**src/rtl/count_sequencer_if.sv**
```systemverilog
// rtl/count_sequencer_if.sv - control/status bundle between count_sequencer and its external 4-bit counter
interface count_sequencer_if;
  logic       start;
  logic       stop;
  logic [3:0] start_val;
  logic [3:0] end_val;
  logic       bounce;
  logic [3:0] count_fb;
  logic       load;
  logic [3:0] load_val;
  logic       count_en;
  logic       up;
  logic       busy;
  logic       done;
  logic       turn;

  modport master (
    output start, stop, start_val, end_val, bounce, count_fb,
    input  load, load_val, count_en, up, busy, done, turn
  );

  modport slave (
    input  start, stop, start_val, end_val, bounce, count_fb,
    output load, load_val, count_en, up, busy, done, turn
  );
endinterface

```
**src/rtl/count_sequencer.sv**
```systemverilog
// rtl/count_sequencer.sv - steps an external 4-bit counter from start_val to end_val, one step per DIV clocks
// Ping-pong between the two values is compiled in with BOUNCE_EN.
module count_sequencer #(
  parameter int unsigned DIV = 25_000_000
) (
  input logic              clk_50MHz,
  input logic              reset,
  count_sequencer_if.slave sif
);
  typedef enum logic [1:0] {IDLE, LOAD, RUN, DONE} state_t;

  localparam logic [25:0] PSC_LAST = 26'(DIV - 1);

  state_t      state, state_nxt;
  logic [3:0]  start_r, end_r, target, target_nxt;
  logic [25:0] psc, psc_nxt;
  logic        dir, dir_nxt;
  logic        capture, turn_nxt, count_en_nxt, bouncing;

`ifdef BOUNCE_EN
  logic bnc_r;

  always_ff @(posedge clk_50MHz or posedge reset) begin
    if (reset) begin
      bnc_r <= 1'b0;
    end else if (capture) begin
      bnc_r <= sif.bounce;
    end
  end

  // equal endpoints have nothing to bounce between, so such runs still finish
  assign bouncing = bnc_r && (start_r != end_r);
`else
  logic unused_bounce;
  assign unused_bounce = sif.bounce;
  assign bouncing      = 1'b0;
`endif

  always_comb begin
    state_nxt  = state;
    capture    = 1'b0;
    psc_nxt    = psc;
    target_nxt = target;
    dir_nxt    = dir;
    turn_nxt   = 1'b0;
    case (state)
      IDLE: begin
        if (sif.start && !sif.stop) begin
          state_nxt = LOAD;
          capture   = 1'b1;
        end
      end
      LOAD: begin
        if (sif.stop) begin
          state_nxt = IDLE;
        end else begin
          state_nxt  = RUN;
          target_nxt = end_r;
          dir_nxt    = (end_r >= start_r);
        end
      end
      RUN: begin
        if (sif.stop) begin
          state_nxt = IDLE;
        end else begin
          psc_nxt = (psc == PSC_LAST) ? 26'd0 : psc + 26'd1;
          if (sif.count_fb == target) begin
            if (bouncing) begin
              target_nxt = (target == end_r) ? start_r : end_r;
              dir_nxt    = !dir;
              turn_nxt   = 1'b1;
            end else begin
              state_nxt = DONE;
            end
          end
        end
      end
      DONE: begin
        if (sif.stop) begin
          state_nxt = IDLE;
        end else if (sif.start) begin
          state_nxt = LOAD;
          capture   = 1'b1;
        end
      end
      default: state_nxt = IDLE;
    endcase

    // direction is needed on up already during the LOAD cycle
    if (capture) begin
      target_nxt = sif.end_val;
      dir_nxt    = (sif.end_val >= sif.start_val);
    end
    if (state_nxt != RUN) psc_nxt = 26'd0;
    if (state_nxt == IDLE) dir_nxt = 1'b0;

    // strobe is registered, so decide it one cycle early against next-cycle target
    count_en_nxt = (state_nxt == RUN) && (psc_nxt == PSC_LAST) && (sif.count_fb != target_nxt);
  end

  always_ff @(posedge clk_50MHz or posedge reset) begin
    if (reset) begin
      state        <= IDLE;
      start_r      <= 4'd0;
      end_r        <= 4'd0;
      target       <= 4'd0;
      psc          <= 26'd0;
      dir          <= 1'b0;
      sif.load     <= 1'b0;
      sif.load_val <= 4'd0;
      sif.count_en <= 1'b0;
      sif.busy     <= 1'b0;
      sif.done     <= 1'b0;
      sif.turn     <= 1'b0;
    end else begin
      state <= state_nxt;
      if (capture) begin
        start_r <= sif.start_val;
        end_r   <= sif.end_val;
      end
      target       <= target_nxt;
      psc          <= psc_nxt;
      dir          <= dir_nxt;
      sif.load     <= capture;
      sif.load_val <= capture ? sif.start_val : 4'd0;
      sif.count_en <= count_en_nxt;
      sif.busy     <= (state_nxt == LOAD) || (state_nxt == RUN);
      sif.done     <= (state_nxt == DONE);
      sif.turn     <= turn_nxt;
    end
  end

  assign sif.up = dir;
endmodule
```
**src/flat_wrapper.sv**
```systemverilog
// flat-port wrapper written by rule: the top's interface ports become plain ports
module count_sequencer_flat 
#(
  parameter int unsigned DIV = 25_000_000
)
  (clk_50MHz, reset, sif_start, sif_stop, sif_start_val, sif_end_val, sif_bounce, sif_count_fb, sif_load, sif_load_val, sif_count_en, sif_up, sif_busy, sif_done, sif_turn);
  count_sequencer_if sif_i ();
  input logic clk_50MHz;
  input logic reset;
  input wire logic [$bits(sif_i.start)-1:0] sif_start;
  input wire logic [$bits(sif_i.stop)-1:0] sif_stop;
  input wire logic [$bits(sif_i.start_val)-1:0] sif_start_val;
  input wire logic [$bits(sif_i.end_val)-1:0] sif_end_val;
  input wire logic [$bits(sif_i.bounce)-1:0] sif_bounce;
  input wire logic [$bits(sif_i.count_fb)-1:0] sif_count_fb;
  output wire logic [$bits(sif_i.load)-1:0] sif_load;
  output wire logic [$bits(sif_i.load_val)-1:0] sif_load_val;
  output wire logic [$bits(sif_i.count_en)-1:0] sif_count_en;
  output wire logic [$bits(sif_i.up)-1:0] sif_up;
  output wire logic [$bits(sif_i.busy)-1:0] sif_busy;
  output wire logic [$bits(sif_i.done)-1:0] sif_done;
  output wire logic [$bits(sif_i.turn)-1:0] sif_turn;
  assign sif_i.start = sif_start;
  assign sif_i.stop = sif_stop;
  assign sif_i.start_val = sif_start_val;
  assign sif_i.end_val = sif_end_val;
  assign sif_i.bounce = sif_bounce;
  assign sif_i.count_fb = sif_count_fb;
  assign sif_load = sif_i.load;
  assign sif_load_val = sif_i.load_val;
  assign sif_count_en = sif_i.count_en;
  assign sif_up = sif_i.up;
  assign sif_busy = sif_i.busy;
  assign sif_done = sif_i.done;
  assign sif_turn = sif_i.turn;
  count_sequencer #(.DIV(DIV)) u_core (.clk_50MHz(clk_50MHz), .reset(reset), .sif(sif_i));
endmodule
```
**config.mk**
```make
export PLATFORM = sky130hd
export DESIGN_NAME = count_sequencer_flat
export DESIGN_NICKNAME = d
export VERILOG_FILES = /design/src/rtl/count_sequencer_if.sv /design/src/rtl/count_sequencer.sv /design/src/flat_wrapper.sv
export SDC_FILE = /design/constraint.sdc
export NUM_CORES = 1
export LEC_CHECK = 0
export ABC_CLOCK_PERIOD_IN_PS = 4800
export CORE_MARGIN = 3
export CORE_UTILIZATION = 42
export CTS_CLUSTER_DIAMETER = 80
export DETAILED_ROUTE_END_ITERATION = 10
export SLEW_MARGIN = 20
export SYNTH_ARGS = -nofsm -noshare
export SYNTH_HDL_FRONTEND = slang
export SYNTH_SLANG_ARGS = --single-unit
```
**constraint.sdc**
```tcl
create_clock -name clk_50MHz -period 4.8 [get_ports clk_50MHz]
set_clock_uncertainty 0.05 [all_clocks]
set_input_delay 0.96 -clock clk_50MHz [delete_from_list [all_inputs] [get_ports clk_50MHz]]
set_output_delay 0.96 -clock clk_50MHz [all_outputs]
set_load 0.005 [all_outputs]
```
==> results.txt <==
Die H: 89.5 µm
insertion delay to the later sink of the worst-skew pair: 0.30 ns
Tightest Pin Transition: 0.783 ns
vias in the first global route: 2160
average wire per standard cell: 14.0 µm
crit-path max cell delay: 0.50 ns
Top FF cell, synth: dfrtp_1
Antenna Nets Post-Route: 0
FFs w/ async S/R, synth: 100%
Critical Path RT: 4.97 ns
Std-Cell Rows: 29
status: completed
Port Buf Inserts: 24
Min Clock Period, post-route: 3.59 ns
largest net degree at the start of global routing: 32
Crit Path Max Fanout: 4
Post-CTS Resized: 0
synth cell count leaders: dfrtp_1, nor2_1, inv_1, xor2_1, nand2_1
Critical Path AT: 3.76 ns
Slew Limit Fails: 0
Syn Inst Count: 313
RSZ-0062 raised after global routing: no
drt pass-1 iters: 4
DR iter-0 viols: 86
Seq cells post-synth: 49
RD Place Congestion: 0.879
Leak Pwr: 1.42 nW
setup tns final: 0 ns
Reg clk slew, reported paths: 0.09 ns
Clock Sinks: 49
fillers: 614
Starting Density: 44.6%
H-tree depth: 2
DRC viols: 0
Die Footprint: 8020 µm²
global-route wire length before repair: 10.4 mm
largest area contributor in the netlist: dfrtp_1
hold crit path type: reg2reg
clk buf depth: 2
Area Growth Syn to Fin: 15.2%
layout cells sized above 1: 8.88%
Worst setup SP type: input port
Yosys cell types: 51
CTS root buf: clkbuf_8
overflow left after global routing: 0
top-count cell post-synth: dfrtp_1
chip width: 89.5 µm
Max Cap Viol: 0
Crit. End Element: flip-flop
final core occ: 51.4%
Cell Pwr Density: 364 nW/µm²
crit path max-delay cell type: nor4_1
Post-synth EDFFs: 0
diode count: 0
Crit Path Category: in2reg
I/O pin total: 27
largest cells by area after synthesis: dfrtp_1, ha_1, xor2_1
crit-path cells: clkdlybuf4s50_1, xor2_1, nor4_1, a21oi_1, o21ai_0, ha_1, o21ai_1, nor4_1, o21ai_0, nor4_2
Nets: 371
via count: 2211
WP buf/inv: 1
Routed WL: 6.02 mm
register area: 1230 µm²
Worst path top cell family by delay: simple AND/OR/NAND/NOR gates
Seq/Total Area, Yosys: 41.8%
TritonCTS clock tree: done
max frequency: 0.278 GHz
Avg Cell Area, Syn: 9.37 µm²
Synth Cell Area: 2930 µm²
Multi-input gate area: 1540 µm²
Setup Buffers After CTS: 0
Synthesized Nets: 347
Final Power: 1.23 mW
Final Hold Viols: 0
post-synth top area share: 41.8%
relative slew slack: 47.5%
Syn. warnings: 0
VDD IR max: 0.203 mV
Num CTS Buffers: 5
vias per cell: 5.13
antenna violations before repair: 0
core area: 6570 µm²
# setup viols final: 0
Detail Placement HPWL: 4.60 mm
cts hold-fix bufs: 0
Final Cycle Share: 74.8%
All-Layer GR Usage: 17.0%
==> stage by stage <==
step | hold WS [ns] | cell area, µm² | setup slack (ns) | instances
finish | 0.471 | 3380 | 1.21 | 431
global route | 0.502 | 3380 | 0.977 | 431
CTS | 0.474 | 3380 | 1.22 | 431
detailed placement | 0.452 | 3280 | 0.926 | 423
global placement | 0.456 | 3280 | 0.972 | 423
floorplan | 0.435 | 2930 | 1.85 | 313
==> worst reg2reg max path, cell delays in order (launching register included) <==
cell and delay, ns:
dfrtp_1 0.43, inv_1 0.12, ha_1 0.25, nand4b_1 0.21, nor3_1 0.38, or4b_2 0.67
xor2_1 0.18, nor4_1 0.25, o21ai_0 0.19, nor4_2 0.23
==> state kept, by name, summed over array words and instances, names as in the netlist <==
name                 cells
u_core.sif.done          1
u_core.sif.load          1
u_core.end_r             4
u_core.state             2
u_core.sif.load_val      4
u_core.sif.busy          1
u_core.psc              26
u_core.target            4
u_core.sif.up            1
u_core.start_r           4
u_core.sif.count_en      1
==> placed cells by master, fill, tap and decap left out, types with 4 or more instances in the layout <==
cell type,synthesis,final
clkbuf_8,0,7
o21ai_0,12,12
nand2b_1,6,6
nand2_1,19,19
mux2_2,5,5
buf_4,1,6
a21oi_1,10,10
inv_1,29,28
clkdlybuf4s50_1,0,24
mux2i_1,5,5
xnor2_1,10,10
nand4_1,9,9
nand3_1,8,8
nor3_1,5,4
a21o_1,4,4
nor4_1,9,9
nor2_1,37,37
ha_1,17,17
xor2_1,22,22
dfrtp_1,49,49
==> final timing paths <==
kind,start,endpoint,slack (ns),depth (start not counted)
setup / recovery,sif_count_fb[1],u_core.sif.count_en,1.21,10
hold / removal,u_core.start_r[0],u_core.start_r[0],0.47,1
setup reg to reg,u_core.state[0],u_core.sif.count_en,1.75,9
hold reg to reg,u_core.start_r[0],u_core.start_r[0],0.47,1
max in group asynchronous,reset,u_core.psc[0],3.04,3
min in group asynchronous,reset,u_core.sif.load,0.92,2
==> layer usage <==
metal  share of wire, %  wire [µm]  vias up  track usage (%)
met5                  0          0        -                0
met4                1.4         83        0             5.28
met3                3.7        221        5             3.13
met2                 47       2820       31             26.7
met1                 48       2890     1065             23.6
li1                   -          -     1110                -
==> final cells by class <==
class | count | share of cell area, %
well taps | 93 | 3.44
clock inverters | 1 | 0.148
flip-flops and latches | 49 | 36.3
inverters | 29 | 3.22
multi-input cells | 222 | 45.6
repair buffers | 30 | 8.44
clock buffers | 7 | 2.85
==> power breakdown <==
part / total, mW / leakage, nW / switching, mW / internal, mW
clock: 0.267 / 0.0542 / 0.137 / 0.130
sequential: 0.531 / 0.658 / 0.0446 / 0.486
combinational: 0.432 / 0.708 / 0.228 / 0.204
total: 1.23 / 1.42 / 0.409 / 0.821
==> kinds of logic after synthesis <==
kind of cell               after synthesis  share of synthesized area (%)
adders and majority gates               17                           7.26
DFF                                     49                           41.8
muxes                                   10                           3.63
and+or+nand+nor                        120                           22.2
AOI/OAI and AO/OA                       42                           9.65
buffers and inverters                   42                           5.80
other                                    1                          0.128
xor gates and xnor gates                32                           9.56
Note: power is estimated with default switching activity, not from simulation.
